[config.mk]
export PLATFORM = sky130hd
export DESIGN_NAME = mem_rr_arbiter
export DESIGN_NICKNAME = d
export VERILOG_FILES = /design/src/rtl/mem_rr_arbiter.sv
export SDC_FILE = /design/constraint.sdc
export NUM_CORES = 1
export LEC_CHECK = 0
export ABC_AREA = 1
export BUFFER_PORTS_ARGS = -buffer_cell sky130_fd_sc_hd__buf_2
export CAP_MARGIN = 20
export CORE_MARGIN = 4
export CORE_UTILIZATION = 37
export DETAILED_ROUTE_END_ITERATION = 10
export PLACE_DENSITY = 0.75
export SETUP_SLACK_MARGIN = 0.4
export SYNTH_ARGS = -nofsm -noshare
export SYNTH_HDL_FRONTEND = slang
export SYNTH_SLANG_ARGS = --single-unit
[constraint.sdc]
create_clock -name clk -period 1.9 [get_ports clk]
set_input_delay 0.38 -clock clk [delete_from_list [all_inputs] [get_ports clk]]
set_output_delay 0.38 -clock clk [all_outputs]
set_load 0.02 [all_outputs]
[src/rtl/mem_rr_arbiter.sv]
// Two-requester round-robin arbiter for a shared memory port (separate write/read channels,
// 1-cycle read latency), with an optional bounded lock for back-to-back accesses.
module mem_rr_arbiter #(
    parameter int unsigned AW       = 8,
    parameter int unsigned DW       = 8,
    parameter int unsigned MAX_LOCK = 4
) (
    input  logic          clk,
    input  logic          rst,
    input  logic          req0,
    input  logic          req1,
    input  logic          we0,
    input  logic          we1,
    input  logic [AW-1:0] addr0,
    input  logic [AW-1:0] addr1,
    input  logic [DW-1:0] wdata0,
    input  logic [DW-1:0] wdata1,
    input  logic          lock0,
    input  logic          lock1,
    output logic          gnt0,
    output logic          gnt1,
    output logic          rvalid0,
    output logic          rvalid1,
    output logic [DW-1:0] rdata0,
    output logic [DW-1:0] rdata1,
    output logic          mem_w_en,
    output logic [AW-1:0] mem_w_addr,
    output logic [DW-1:0] mem_w_data,
    output logic          mem_r_en,
    output logic [AW-1:0] mem_r_addr,
    input  logic [DW-1:0] mem_r_data
);

    localparam int unsigned CW = $clog2(MAX_LOCK + 1);

    typedef enum logic [1:0] {
        ARB   = 2'd0,
        LOCK0 = 2'd1,
        LOCK1 = 2'd2
    } fsm_e;

    fsm_e          fsm_q;
    logic          last_gnt_q;
    logic [CW-1:0] lock_cnt_q;
    logic [CW-1:0] lock_cnt_d;
    logic          rd_pend_q;
    logic          rd_owner_q;

    logic any_gnt;
    logic sel;
    logic sel_we;
    logic sel_lock;

    // Grant decision: a locked owner keeps the port, otherwise alternate on contention.
    always_comb begin
        gnt0 = 1'b0;
        gnt1 = 1'b0;
        if (!rst) begin
            case (fsm_q)
                LOCK0: gnt0 = req0;
                LOCK1: gnt1 = req1;
                default: begin
                    if (req0 && req1) begin
                        gnt0 = last_gnt_q;
                        gnt1 = ~last_gnt_q;
                    end else begin
                        gnt0 = req0;
                        gnt1 = req1;
                    end
                end
            endcase
        end
    end

    assign any_gnt    = gnt0 | gnt1;
    assign sel        = gnt1;
    assign sel_we     = sel ? we1   : we0;
    assign sel_lock   = sel ? lock1 : lock0;
    assign lock_cnt_d = lock_cnt_q + CW'(1);

    // With no grant, address/data fall back to requester 0 so nothing floats.
    assign mem_w_en   = any_gnt & sel_we;
    assign mem_w_addr = sel ? addr1  : addr0;
    assign mem_w_data = sel ? wdata1 : wdata0;
    assign mem_r_en   = any_gnt & ~sel_we;
    assign mem_r_addr = sel ? addr1  : addr0;

    always_ff @(posedge clk) begin
        if (rst) begin
            fsm_q      <= ARB;
            last_gnt_q <= 1'b1;
            lock_cnt_q <= '0;
            rd_pend_q  <= 1'b0;
            rd_owner_q <= 1'b0;
            rvalid0    <= 1'b0;
            rvalid1    <= 1'b0;
            rdata0     <= '0;
            rdata1     <= '0;
        end else begin
            // Read return: data arrives one cycle after the read grant.
            rvalid0 <= rd_pend_q & ~rd_owner_q;
            rvalid1 <= rd_pend_q &  rd_owner_q;
            if (rd_pend_q && !rd_owner_q) rdata0 <= mem_r_data;
            if (rd_pend_q &&  rd_owner_q) rdata1 <= mem_r_data;
            rd_pend_q  <= any_gnt & ~sel_we;
            rd_owner_q <= sel;

            if (any_gnt) last_gnt_q <= sel;

            case (fsm_q)
                ARB: begin
                    if (any_gnt && sel_lock && (MAX_LOCK > 1)) begin
                        fsm_q      <= sel ? LOCK1 : LOCK0;
                        lock_cnt_q <= CW'(1);
                    end
                end
                LOCK0, LOCK1: begin
                    if (!any_gnt || !sel_lock || (lock_cnt_d == CW'(MAX_LOCK))) begin
                        fsm_q      <= ARB;
                        lock_cnt_q <= '0;
                    end else begin
                        lock_cnt_q <= lock_cnt_d;
                    end
                end
                default: fsm_q <= ARB;
            endcase
        end
    end

endmodule

# Yosys cells after proc, flatten, opt, wreduce, memory -nomap -nowiden
# Index checks and enable logic that the tools add are counted.
# op_classes
reduce_logical	14
bitwise	8
mux	17
n_addsub	1
n_eq_ne	5
# ops
operator	n
$mux 8	2
$mux 1	6
$mux 2	3
$mux 3	2
$pmux 3 s2	1
$and 1x1->1	4
$logic_and 1x1->1	4
$ne 2x2->1 const B	2
$pmux 1 s2	2
$pmux 2 s2	1
$reduce_and 2->1	2
$add 3x1->3 const B	1
$eq 3x3->1 const B	1
$logic_not 1->1	3
$not 1->1	3
$eq 2x1->1 const B	1
$eq 2x2->1 const B	1
$logic_not 2->1	1
$logic_or 1x1->1	2
$reduce_bool 2->1	1
$reduce_or 2->1	1
$or 1x1->1	1
# totals
output_inout_bits	46
wordCells	54
ff_bits	26

# Logic depth before layout (Yosys ltp)
# logic_depth
ltp_word	10
mapped_depth	14

# Worst setup path before layout
# No wires, ideal clock.
# synth_path
path_type	reg-to-output
from	reg fsm_q[0]
to	out mem_w_addr[0]
n_path_buf	3
slack_ns	-0.341
required_time_ns	1.520
stages_incl_launch_ff	12
t_arrival_ns	1.861
path_cell_list	dfxtp_1 > inv_1 > ha_1 > buf_6 > inv_2 > nand3_2 > nand3_4 > clkinv_1 > buf_2 > nand2_1 > nand2_1 > buf_4
# synth_via
elab_chain_len	4
word_cells_on_any_way	5
classes_between	eq/ne: 2; mux: 3
# synth_rtl
item	line_no	rtl
start: declaration	42	fsm_e fsm_q;
start signal: assignment	113	fsm_q <= sel ? LOCK1 : LOCK0;
$eq 2x2->1 / $eq 2x1->1 (equally long branches)	59	case (fsm_q)
$pmux 1 s2 *	59	
$mux 1 *	58	if (!rst) begin
named net gnt1	21	output logic gnt1,
$mux 8 *	n/a	
end: declaration	27	output logic [AW-1:0] mem_w_addr,
# The timed path passes the listed nets; every way through them passes the cells marked *.

# Worst setup path in the final report
# layout_path
from	reg fsm_q[1]
to	out mem_w_addr[2]
# layout_via
elab_chain_len	4
word_cells_on_any_way	5
classes_between	eq/ne: 2; mux: 3
# layout_rtl
item	line_no	rtl
$eq 2x2->1 / $eq 2x1->1 (equally long branches)	59	
$pmux 1 s2 *	59	
$mux 1 *	58	
$mux 8 *	83	assign mem_w_addr = sel ? addr1 : addr0;
# Every way passes the cells marked *; elsewhere a longest branch is shown, timed or not.

==> summary.txt <==
Pwr
  – VDD IR max: 0.694 mV
  – LEAKAGE: 1.42 nW
  – Power density cells: 1130 mW/mm2

Drt
  – Total vias in the final route: 1728
  – Drt drc: 0
  – Wirelength per Cell: 14.0 um
  – 1st-iter DRT viols: 77
  – Final WL: 5140 um
  – Via density: 4.71
  – Post-route ant nets: 0
  – Drt first pass iters: 4

Yosys
  – Top-count cell post-synth: nand2_1
  – Synth Warn #: 0
  – FFs w/ async S/R, synth: 0%
  – Top cell type's share of synthesized area: 36.7%
  – Leading area contributor after synthesis: dfxtp_1
  – Seq/Total Area, Yosys: 36.7%
  – Synthesized net count: 267
  – Top FF cell, synth: dfxtp_1
  – #FFs+latches synth: 26
  – Post-Syn Instances: 214
  – Mapped cell area: 0.00142 mm2
  – Yosys cell types: 23
  – Commonest cells in the netlist: 63 x nand2_1, 45 x nor2_1, 26 x dfxtp_1
  – Post-synth EDFFs: 0
  – Syn Area/Cell: 6.64 um2
  – Top cells by area, synth: dfxtp_1 37%, nand2_1 17%, nor2_1 12%, o21ai_0 6.0%, ha_1 4.4%

Placement
  – Dpl ws: -12.3 ps
  – Detailed Place HPWL: 3150 um
  – Placed insts: 348
  – GPL Wtd Cong: 0.802
  – PortBufs: 93

Layout
  – Fin util: 72.8%
  – Fillers: 296
  – Layout area overhead: 89.0%
  – Share of layout cells above drive strength 1: 61.8%
  – Post-Layout Cell Count: 367
  – ANT cells: 0
  – Fin nets: 373

Setup path
  – Max stage delay cell, worst path: dfxtp_2
  – Critical path's top delay family: buffers and inverters
  – Worst setup EP type: output port
  – Cell Chain, Critical Path: buf_4 -> ha_2 -> inv_1 -> nand2_2 -> nand3_4 -> clkinv_4 -> buf_12 -> buf_12 -> nand2_4 -> nand2_4 -> buf_6
  – WS Path Type: flop to output port
  – Crit-path max FO: 8
  – Critical path required time: 1520 ps
  – Buf/Inv on CP: 6
  – CP Launch Type: flop
  – Max stage delay on crit path: 350 ps
  – Worst Path Arrival: 1810 ps

Run status
  – Violated checks: negative setup slack
  – Status: finished with violations

Timing
  – Minimum clock period: 2190 ps
  – Setup TNS: -7230 ps
  – Hold Vio Cnt, Final: 0
  – Slew @ Worst Pin: 272 ps
  – RSZ-0062 raised after global routing: true
  – Tcrit/Tclk final: 115%
  – Clock skew: 5.33 ps
  – Slew Limit Fails: 0
  – Final WS setup: -294 ps
  – Setup-failing EPs final: 28
  – F_max: 0.456 GHz
  – Max-slew headroom: 81.8%

GRT
  – Largest net degree at the start of global routing: 21
  – All-Layer GR Usage: 19.3%
  – First-pass GRT wire length: 7940 um
  – GRT overflow: 0
  – Antenna violations before repair: 0
  – Vias in the first global route: 1780

Clocking
  – CTS sink cnt: 26
  – Num CTS Buffers: 3
  – Max Root-Sink Buffers: 2
  – CTS root buf: clkbuf_8
  – Clock Latency Late Sink: 270 ps
  – CTS HTree Levels: 1
  – Reg clk slew, reported paths: 90 ps
  – CTS tree: built

Floorplanning
  – Die height: 70.0 um
  – Core area: 0.00369 mm2
  – Initial Utilization: 38.5%
  – IO Count: 94
  – Die ar.: 0.00489 mm2
  – Die span in x: 70.0 um
  – Rows: 22

Hold path
  – HP Class: primary input to flop

Flow run
  – Max-cap violations: 0
[final timing paths]
path	startpoint	to	slack, ps	depth (start not counted)
setup / recovery	fsm_q[1]	mem_w_addr[2]	-290	11
hold / removal	mem_r_data[0]	rdata0[0]	340	3
setup reg to reg	fsm_q[1]	fsm_q[1]	50	15
hold reg to reg	rdata1[2]	rdata1[2]	480	2
[worst reg2reg max path, cell delays in order, from the launching register on]
cell,delay (ps)
dfxtp_2,360
inv_4,50
ha_4,290
inv_4,40
nand3_4,60
nand3_4,120
buf_4,180
o21ai_4,70
buf_6,120
buf_6,120
nand2_4,80
nand2_4,70
nand2_2,60
nand2_1,50
nand2_1,60
nor2_2,70
[cell type report]
class | instances | area (um2) | area share [%]
multi-input combinational | 158 | 1080 | 40.3
timing repair buffer | 115 | 877 | 32.7
sequential | 26 | 523 | 19.5
inverter | 16 | 70.1 | 2.61
tap | 48 | 60.1 | 2.24
clock buffer | 3 | 41.3 | 1.54
clock inverter | 1 | 30.0 | 1.12
[state kept, by name, indices dropped and copies added, names as in the netlist]
| signal | flops |
|---|---|
| rd_owner_q | 1 |
| lock_cnt_q | 3 |
| rvalid0 | 1 |
| rd_pend_q | 1 |
| rvalid1 | 1 |
| rdata1 | 8 |
| last_gnt_q | 1 |
| rdata0 | 8 |
| fsm_q | 2 |
[cell usage in the layout, fill, tap and decap left out, types with 10 or more instances in the layout]
master,count
buf_2,66
nor2_1,39
buf_6,29
nand2_4,27
nand2_2,25
dfxtp_1,24
nand2_1,16
o21ai_0,16
buf_4,15
inv_1,10
[routing by layer]
metal,up-vias,track usage [%],wire length [um]
met3,14,4.75,330
met5,-,0,0
met1,778,21.2,1850
met4,0,5.32,116
met2,66,36.4,2850
li1,870,-,-
[through the flow]
stage	hold WS (ps)	area, um2	total power [mW]
after detailed placement	467	2090	1.99
after global routing	370	2680	3.21
final	340	2680	3.04
after floorplan	449	1640	1.71
after global placement	456	2090	1.97
after CTS	336	2560	2.89
[kinds of logic after synthesis]
kind of cell	synth area share (%)
DFF	36.7
AOI/OAI and AO/OA	9.43
adders and majority gates	4.41
and+or+nand+nor	38.6
buffers and inverters	10.9
[power by group]
part	switching [mW]	total (mW)	internal, mW
Clock	0.171	0.452	0.282
Combinational	1.05	1.89	0.835
Sequential	0.0538	0.697	0.643
Total	1.28	3.04	1.76
[timing repair]
| item | in CTS | in global routing |
|---|---|---|
| resized for setup | 78 | 32 |
| buffers inserted | 12 | 2 |
| hold buffers | 0 | 0 |
| gates cloned | 1 | 0 |
| pin swaps | 5 | 7 |
| setup endpoints to repair | 33 | 34 |
Note: power is estimated with default switching activity, not from simulation.
